`config.mk`:
```
export PLATFORM = sky130hd
export DESIGN_NAME = note_highway_vga
export DESIGN_NICKNAME = d
export VERILOG_FILES = /design/src/rtl/note_highway_vga.sv
export SDC_FILE = /design/constraint.sdc
export NUM_CORES = 1
export LEC_CHECK = 0
export ABC_AREA = 1
export ABC_CLOCK_PERIOD_IN_PS = 3300
export BUFFER_PORTS_ARGS = -buffer_cell sky130_fd_sc_hd__buf_4
export CORE_MARGIN = 3
export CORE_UTILIZATION = 30
export CTS_BUF_LIST = sky130_fd_sc_hd__clkbuf_4 sky130_fd_sc_hd__clkbuf_8 sky130_fd_sc_hd__clkbuf_16
export DETAILED_ROUTE_END_ITERATION = 10
export SLEW_MARGIN = 20
export SYNTH_ARGS = -nofsm -noshare
export SYNTH_HDL_FRONTEND = slang
export SYNTH_SLANG_ARGS = --single-unit
```
`constraint.sdc`:
```
create_clock -name vgaclk -period 3.3 [get_ports vgaclk]
set_input_delay 0.33 -clock vgaclk [delete_from_list [all_inputs] [get_ports vgaclk]]
set_output_delay 0.33 -clock vgaclk [all_outputs]
set_load 0.02 [all_outputs]
```
`src/rtl/note_highway_vga.sv`:
```
// Note-highway renderer for a 640x480 VGA timing: scrolling beat slots whose lane masks
// come from a writable pattern RAM, with registered outputs and per-lane strike-line hit strobes.
module note_highway_vga #(
  parameter int NUM_LANES    = 4,
  parameter int NUM_SLOTS    = 4,
  parameter int SLOT_SPACING = 160,
  parameter int NOTE_LEN     = 150,
  parameter int PAT_DEPTH    = 16,
  parameter int STRIKE_X     = 600,
  parameter int HPIXELS      = 640,
  parameter int HFP          = 16,
  parameter int HPULSE       = 96,
  parameter int HBP          = 48,
  parameter int VLINES       = 480,
  parameter int VFP          = 10,
  parameter int VPULSE       = 2,
  parameter int VBP          = 33,
  localparam int AW          = $clog2(PAT_DEPTH)
) (
  input  logic                 vgaclk,
  input  logic                 rst,
  input  logic [3:0]           speed,
  input  logic                 pause,
  input  logic                 pat_wr_en,
  input  logic [AW-1:0]        pat_wr_addr,
  input  logic [NUM_LANES-1:0] pat_wr_data,
  output logic                 hsync,
  output logic                 vsync,
  output logic [3:0]           red,
  output logic [3:0]           green,
  output logic [3:0]           blue,
  output logic                 blank,
  output logic                 frame_tick,
  output logic [NUM_LANES-1:0] hit
);

  localparam int HTOTAL = HPIXELS + HFP + HPULSE + HBP;
  localparam int VTOTAL = VLINES + VFP + VPULSE + VBP;
  localparam int XW     = $clog2(HTOTAL + NOTE_LEN + SLOT_SPACING * NUM_SLOTS + 16);
  localparam int VW     = $clog2(VTOTAL);
  localparam int LW     = (NUM_LANES > 1) ? $clog2(NUM_LANES) : 1;

  localparam logic [XW-1:0] H_LAST  = XW'(HTOTAL - 1);
  localparam logic [XW-1:0] H_ACT   = XW'(HPIXELS);
  localparam logic [XW-1:0] HS_ON   = XW'(HPIXELS + HFP);
  localparam logic [XW-1:0] HS_OFF  = XW'(HPIXELS + HFP + HPULSE);
  localparam logic [XW-1:0] SX_LO   = XW'(STRIKE_X);
  localparam logic [XW-1:0] SX_HI   = XW'(STRIKE_X + 2);
  localparam logic [XW-1:0] NLEN    = XW'(NOTE_LEN);
  localparam logic [XW-1:0] WRAP_AT = XW'(HPIXELS + NOTE_LEN - 1);
  localparam logic [VW-1:0] V_LAST  = VW'(VTOTAL - 1);
  localparam logic [VW-1:0] V_ACT   = VW'(VLINES);
  localparam logic [VW-1:0] VS_ON   = VW'(VLINES + VFP);
  localparam logic [VW-1:0] VS_OFF  = VW'(VLINES + VFP + VPULSE);
  localparam logic [VW-1:0] LANE_H  = VW'(VLINES / NUM_LANES);
  localparam logic [VW-1:0] N_LANES = VW'(NUM_LANES);

  logic [XW-1:0]        hc;
  logic [VW-1:0]        vc;
  logic [VW-1:0]        lane;
  logic                 tick_now;
  logic                 frame_upd;
  logic [XW-1:0]        pos      [NUM_SLOTS];
  logic [AW-1:0]        ptr      [NUM_SLOTS];
  logic [NUM_LANES-1:0] mask     [NUM_SLOTS];
  logic [XW-1:0]        adv      [NUM_SLOTS];
  logic [XW-1:0]        new_pos  [NUM_SLOTS];
  logic [AW-1:0]        new_ptr  [NUM_SLOTS];
  logic                 wrap     [NUM_SLOTS];
  logic [NUM_LANES-1:0] ram      [PAT_DEPTH];
  logic [NUM_LANES-1:0] hit_nxt;
  logic [11:0]          rgb_nxt;
  logic [11:0]          lane_rgb;
  logic                 found;

  assign tick_now  = (hc == '0) && (vc == VS_ON);
  assign frame_upd = tick_now && !pause;
  assign lane      = vc / LANE_H;

  always_ff @(posedge vgaclk) begin
    if (rst) begin
      hc <= '0;
      vc <= '0;
    end else if (hc == H_LAST) begin
      hc <= '0;
      vc <= (vc == V_LAST) ? '0 : vc + VW'(1);
    end else begin
      hc <= hc + XW'(1);
    end
  end

  always_comb begin
    hit_nxt = '0;
    for (int unsigned s = 0; s < NUM_SLOTS; s++) begin
      adv[s]     = pos[s] + XW'(speed);
      wrap[s]    = adv[s] >= WRAP_AT;
      new_pos[s] = wrap[s] ? '0 : adv[s];
      new_ptr[s] = ptr[s] + AW'(NUM_SLOTS);
      if (frame_upd && pos[s] < SX_LO && SX_LO <= new_pos[s])
        hit_nxt = hit_nxt | mask[s];
    end
  end

  // The wrap read below sees the RAM before any same-edge write lands (read-before-write).
  always_ff @(posedge vgaclk) begin
    if (rst) begin
      for (int unsigned s = 0; s < NUM_SLOTS; s++) begin
        pos[s]  <= XW'(s * SLOT_SPACING);
        ptr[s]  <= AW'(s % PAT_DEPTH);
        mask[s] <= '0;
      end
    end else if (frame_upd) begin
      for (int unsigned s = 0; s < NUM_SLOTS; s++) begin
        pos[s] <= new_pos[s];
        if (wrap[s]) begin
          ptr[s]  <= new_ptr[s];
          mask[s] <= ram[new_ptr[s]];
        end
      end
    end
  end

  always_ff @(posedge vgaclk) begin
    if (pat_wr_en)
      ram[pat_wr_addr] <= pat_wr_data;
  end

  always_comb begin
    case (lane[1:0])
      2'd0:    lane_rgb = 12'hFF0;
      2'd1:    lane_rgb = 12'h00F;
      2'd2:    lane_rgb = 12'h0F0;
      default: lane_rgb = 12'hF00;
    endcase
  end

  // Ascending scan with a found flag gives the lowest-index slot priority.
  always_comb begin
    rgb_nxt = '0;
    found   = 1'b0;
    if (hc < H_ACT && vc < V_ACT) begin
      if (hc >= SX_LO && hc < SX_HI) begin
        rgb_nxt = 12'h888;
      end else begin
        rgb_nxt = 12'hFFF;
        if (lane < N_LANES) begin
          for (int unsigned s = 0; s < NUM_SLOTS; s++) begin
            if (!found && hc <= pos[s] && hc + NLEN > pos[s] && mask[s][lane[LW-1:0]]) begin
              found   = 1'b1;
              rgb_nxt = lane_rgb;
            end
          end
        end
      end
    end
  end

  always_ff @(posedge vgaclk) begin
    if (rst) begin
      {red, green, blue} <= '0;
      hsync              <= 1'b1;
      vsync              <= 1'b1;
      blank              <= 1'b1;
      frame_tick         <= 1'b0;
      hit                <= '0;
    end else begin
      {red, green, blue} <= rgb_nxt;
      hsync              <= !(hc >= HS_ON && hc < HS_OFF);
      vsync              <= !(vc >= VS_ON && vc < VS_OFF);
      blank              <= !(hc < H_ACT && vc < V_ACT);
      frame_tick         <= tick_now;
      hit                <= hit_nxt;
    end
  end

endmodule

```
==> run_results.csv <==
group,metric,value,unit
global_route,grt_pass1_vias,8760,
sta,finalMaxSlewViolations,0,
critical_path,arrival,3410,ps
cells_and_area,area_growth_syn_to_layout,14.5,%
route,postRouteAntennaNets,0,
placement,dpl_cell_area,11800,µm²
sta,final.setup.tns,0,ps
route,firstDrtPassIters,5,
status,outcome,"finished, final reports clean",
hold_path,hold_class,"primary input to register",
clock_network,cts_tree,"yes",
critical_path,reg2reg_depth,16,
route,vias,9010,
route,post_drt_wl_per_cell,15.5,µm
critical_path,rr_endpoint,"hit[3]",
die,die-area,38500,µm²
critical_path,start_kind,"register",
clock_network,cts-buffers-inserted,17,
critical_path,path_cells,"ha_1 > fa_1 > nand3_1 > nand3_2 > xor2_1 > inv_1 > o21ai_0 > nand3_1 > o21ai_2 > nand2_2 > or2_4 > nor2_4 > nand3_1 > nand2_1 > nor2_1 > nor2_1",
route,wl,28200,µm
global_route,grt_pass1_wl,45200,µm
critical_path,r2r_setup_slack,240,ps
synthesis,ys_seq_elements,167,
clock_network,clk_pin_slew,70,ps
clock_network,cts-root-buf,"clkbuf_16",
critical_path,critPathRequiredTime,3650,ps
cells_and_area,antenna_cells,0,
sta,period_share,92.7,%
critical_path,slowest_stage,"edfxtp_1",
sta,hold_viol,0,
hold_path,hold_end,"hit[2]",
synthesis,avgSynthCellArea,8.42,µm²
clock_network,clk_latency,440,ps
global_route,antenna_found_initial,1,
sta,slew_headroom,56.8,%
critical_path,worstReg2RegStart,"pos[2][0]",
run,max-cap-violations,0,
route,viasPerCell,4.95,
sta,rsz0062_at_grt,"false",
critical_path,critPathMaxFanout,8,
die,die_h,196,µm
die,rows,69,
clock_network,clockBufferDepth,2,
critical_path,path_common_cell,"nand3_1",
sta,fmax,0.327,GHz
cells_and_area,fin_nets,1476,
sta,tightestPinTransition,647,ps
global_route,grt_usage,14.7,%
sta,min_period,3060,ps
route,drc,0,
pwr,power.density,417,nW/µm²
clock_network,clock-sinks,167,
die,core-area,35700,µm²
die,initial_core_util,30.5,%
critical_path,critical_path_class,"register to register",
placement,portBuffers,35,
pwr,ir_drop,377,µV
sta,finClkSkew,14.1,ps
cells_and_area,final_area,12400,µm²
route,drt_iter0_markers,671,
global_route,grt_remaining_overflow,0,
clock_network,h-tree-depth,4,
sta,setup_viol,0,
hold_path,min_path_cells,2,
synthesis,yosysSeqAreaShare,42.9,%
hold_path,min_from,"rst",
synthesis,syn_inst,1291,
critical_path,worst_path_largest_cell_delay,450,ps
clock_network,hold_buffers,0,
cells_and_area,multi_input_area,5520,µm²
die,die_w,196,µm
synthesis,synth_cell_types,53,
placement,hpwl,21600,µm
cells_and_area,drive_above_1_share,10.2,%
clock_network,post_cts.repair.setup_buffers,0,
synthesis,synthesis.area,10900,µm²
cells_and_area,fillerInstances,3651,
global_route,grt_max_degree,34,
critical_path,cp-end-kind,"register",
synthesis,yosysWarnings,0,
cells_and_area,register_area,4670,µm²
placement,place.gp.congestion,0.909,
pwr,p_leak,5.38,nW
die,io_pins,36,
==> cells in the mapped netlist, drive strengths merged <==
| cell | number | share of area, % |
|---|---|---|
| nand2 | 293 | 11 |
| inv | 153 | 5.3 |
| edfxtp | 132 | 36 |
| nor2 | 122 | 4.4 |
| nand3 | 117 | 5.6 |
| ha | 110 | 13 |
| a21oi | 75 | 3.5 |
| o21ai | 64 | 3.1 |
| nor3 | 40 | 1.8 |
| dfxtp | 35 | 6.4 |
| xor2 | 29 | 2.3 |
| nand4 | 21 | 1.3 |
| clkbuf | 16 | 0.55 |
| buf | 13 | 0.76 |
| nor4 | 11 | 0.63 |
| o22ai | 8 | 0.46 |
| a31oi | 7 | 0.40 |
| o21a | 7 | 0.48 |
| o2111ai | 6 | 0.48 |
| fa | 4 | 0.74 |
| o31ai | 4 | 0.28 |
| and3 | 3 | 0.17 |
| a21o | 2 | 0.14 |
| a221oi | 2 | 0.16 |
| or2 | 2 | 0.14 |
| xnor2 | 2 | 0.16 |
| a2111o | 1 | 0.10 |
| a211oi | 1 | 0.069 |
| and2 | 1 | 0.058 |
| and3b | 1 | 0.081 |
| clkinv | 1 | 0.035 |
| conb | 1 | 0.035 |
| nand3b | 1 | 0.069 |
| nor3b | 1 | 0.069 |
| o211ai | 1 | 0.069 |
| o21bai | 1 | 0.069 |
| o32ai | 1 | 0.081 |
| o41ai | 1 | 0.081 |
| or4 | 1 | 0.069 |
==> power by group <==
part | switching, mW | internal [mW]
clock network | 0.923 | 1.17
registers | 0.0609 | 2.34
logic | 0.460 | 0.236
==> per-stage QoR <==
stage	util, %	instances	hold WS [ps]	total power [mW]	setup WS, ps
after floorplan	-	1294	429	2.90	459
after global placement	33.1	1788	450	3.12	121
after detailed placement	33.1	1788	456	3.13	36.2
after CTS	34.8	1820	142	5.22	26.0
after global routing	34.9	1820	146	5.41	15.1
final	34.9	1820	160	5.19	240
==> cell families after synthesis <==
family	after synthesis	share of synthesized area, %
AO/OA/AOI/OAI	181	9.45
XOR/XNOR	31	2.50
adder cells (fa/ha/maj)	114	13.4
buffers and inverters	183	6.66
flip-flops	167	42.9
other	1	0.0345
AND/OR/NAND/NOR	614	25.0
==> worst max-delay path, delay by kind of cell (launching register included) <==
kind / cells / cell delay [ps]
AO/OA/AOI/OAI: 2 / 230
AND/OR/NAND/NOR: 10 / 1350
flip-flops: 1 / 450
buffers and inverters: 1 / 80
adder cells (fa/ha/maj): 2 / 670
XOR/XNOR: 1 / 210
==> worst max path at each step <==
| stage | startpoint | to | slack (ps) | depth (start not counted) |
|---|---|---|---|---|
| floorplan | hc[1] | green[3] | 460 | 20 |
| global placement | speed[0] | hit[3] | 120 | 18 |
| detailed placement | hc[1] | blue[3] | 40 | 21 |
| CTS | hc[1] | green[3] | 30 | 21 |
| global route | pos[2][0] | hit[1] | 20 | 16 |
| finish | pos[2][0] | hit[3] | 240 | 16 |
==> per-layer routing <==
metal / track usage [%] / routed length [µm] / vias up
met5: 0 / 0 / -
met2: 24.9 / 13300 / 211
met3: 2.47 / 1270 / 42
met1: 19.2 / 13000 / 4222
met4: 4.96 / 671 / 0
li1: - / - / 4535
==> area by class of cell <==
cell class	instances	share of cell area [%]
clock buffer	19	3.59
clock inverter	13	1.33
inverter	154	4.67
multi-input combinational	944	44.4
sequential	167	37.5
tap	461	4.64
timing repair buffer	62	3.84
==> state kept, by name (all words and copies together), names as in the netlist, 2 cells and up <==
name   cells
red        2
pos       44
vc        10
mask      16
ram       64
blue       2
ptr        8
hit        4
green      2
hc        11
==> what timing repair did <==
action,4_1_cts,5_1_grt
endpoints found under the hold margin,0,0
setup endpoints to repair,0,10
gates resized for setup,0,11
==> cells in the final DEF, fill, tap and decap left out, drive strengths merged, types with 8 or more instances in the layout <==
cell,count
ha,110
nor2,122
o21ai,64
nand2,293
xor2,29
o22ai,8
buf,62
nand4,21
dfxtp,35
nor4,11
inv,158
edfxtp,132
clkbuf,19
nor3,40
a21oi,75
nand3,117
Power figures use the tool's default switching activity.
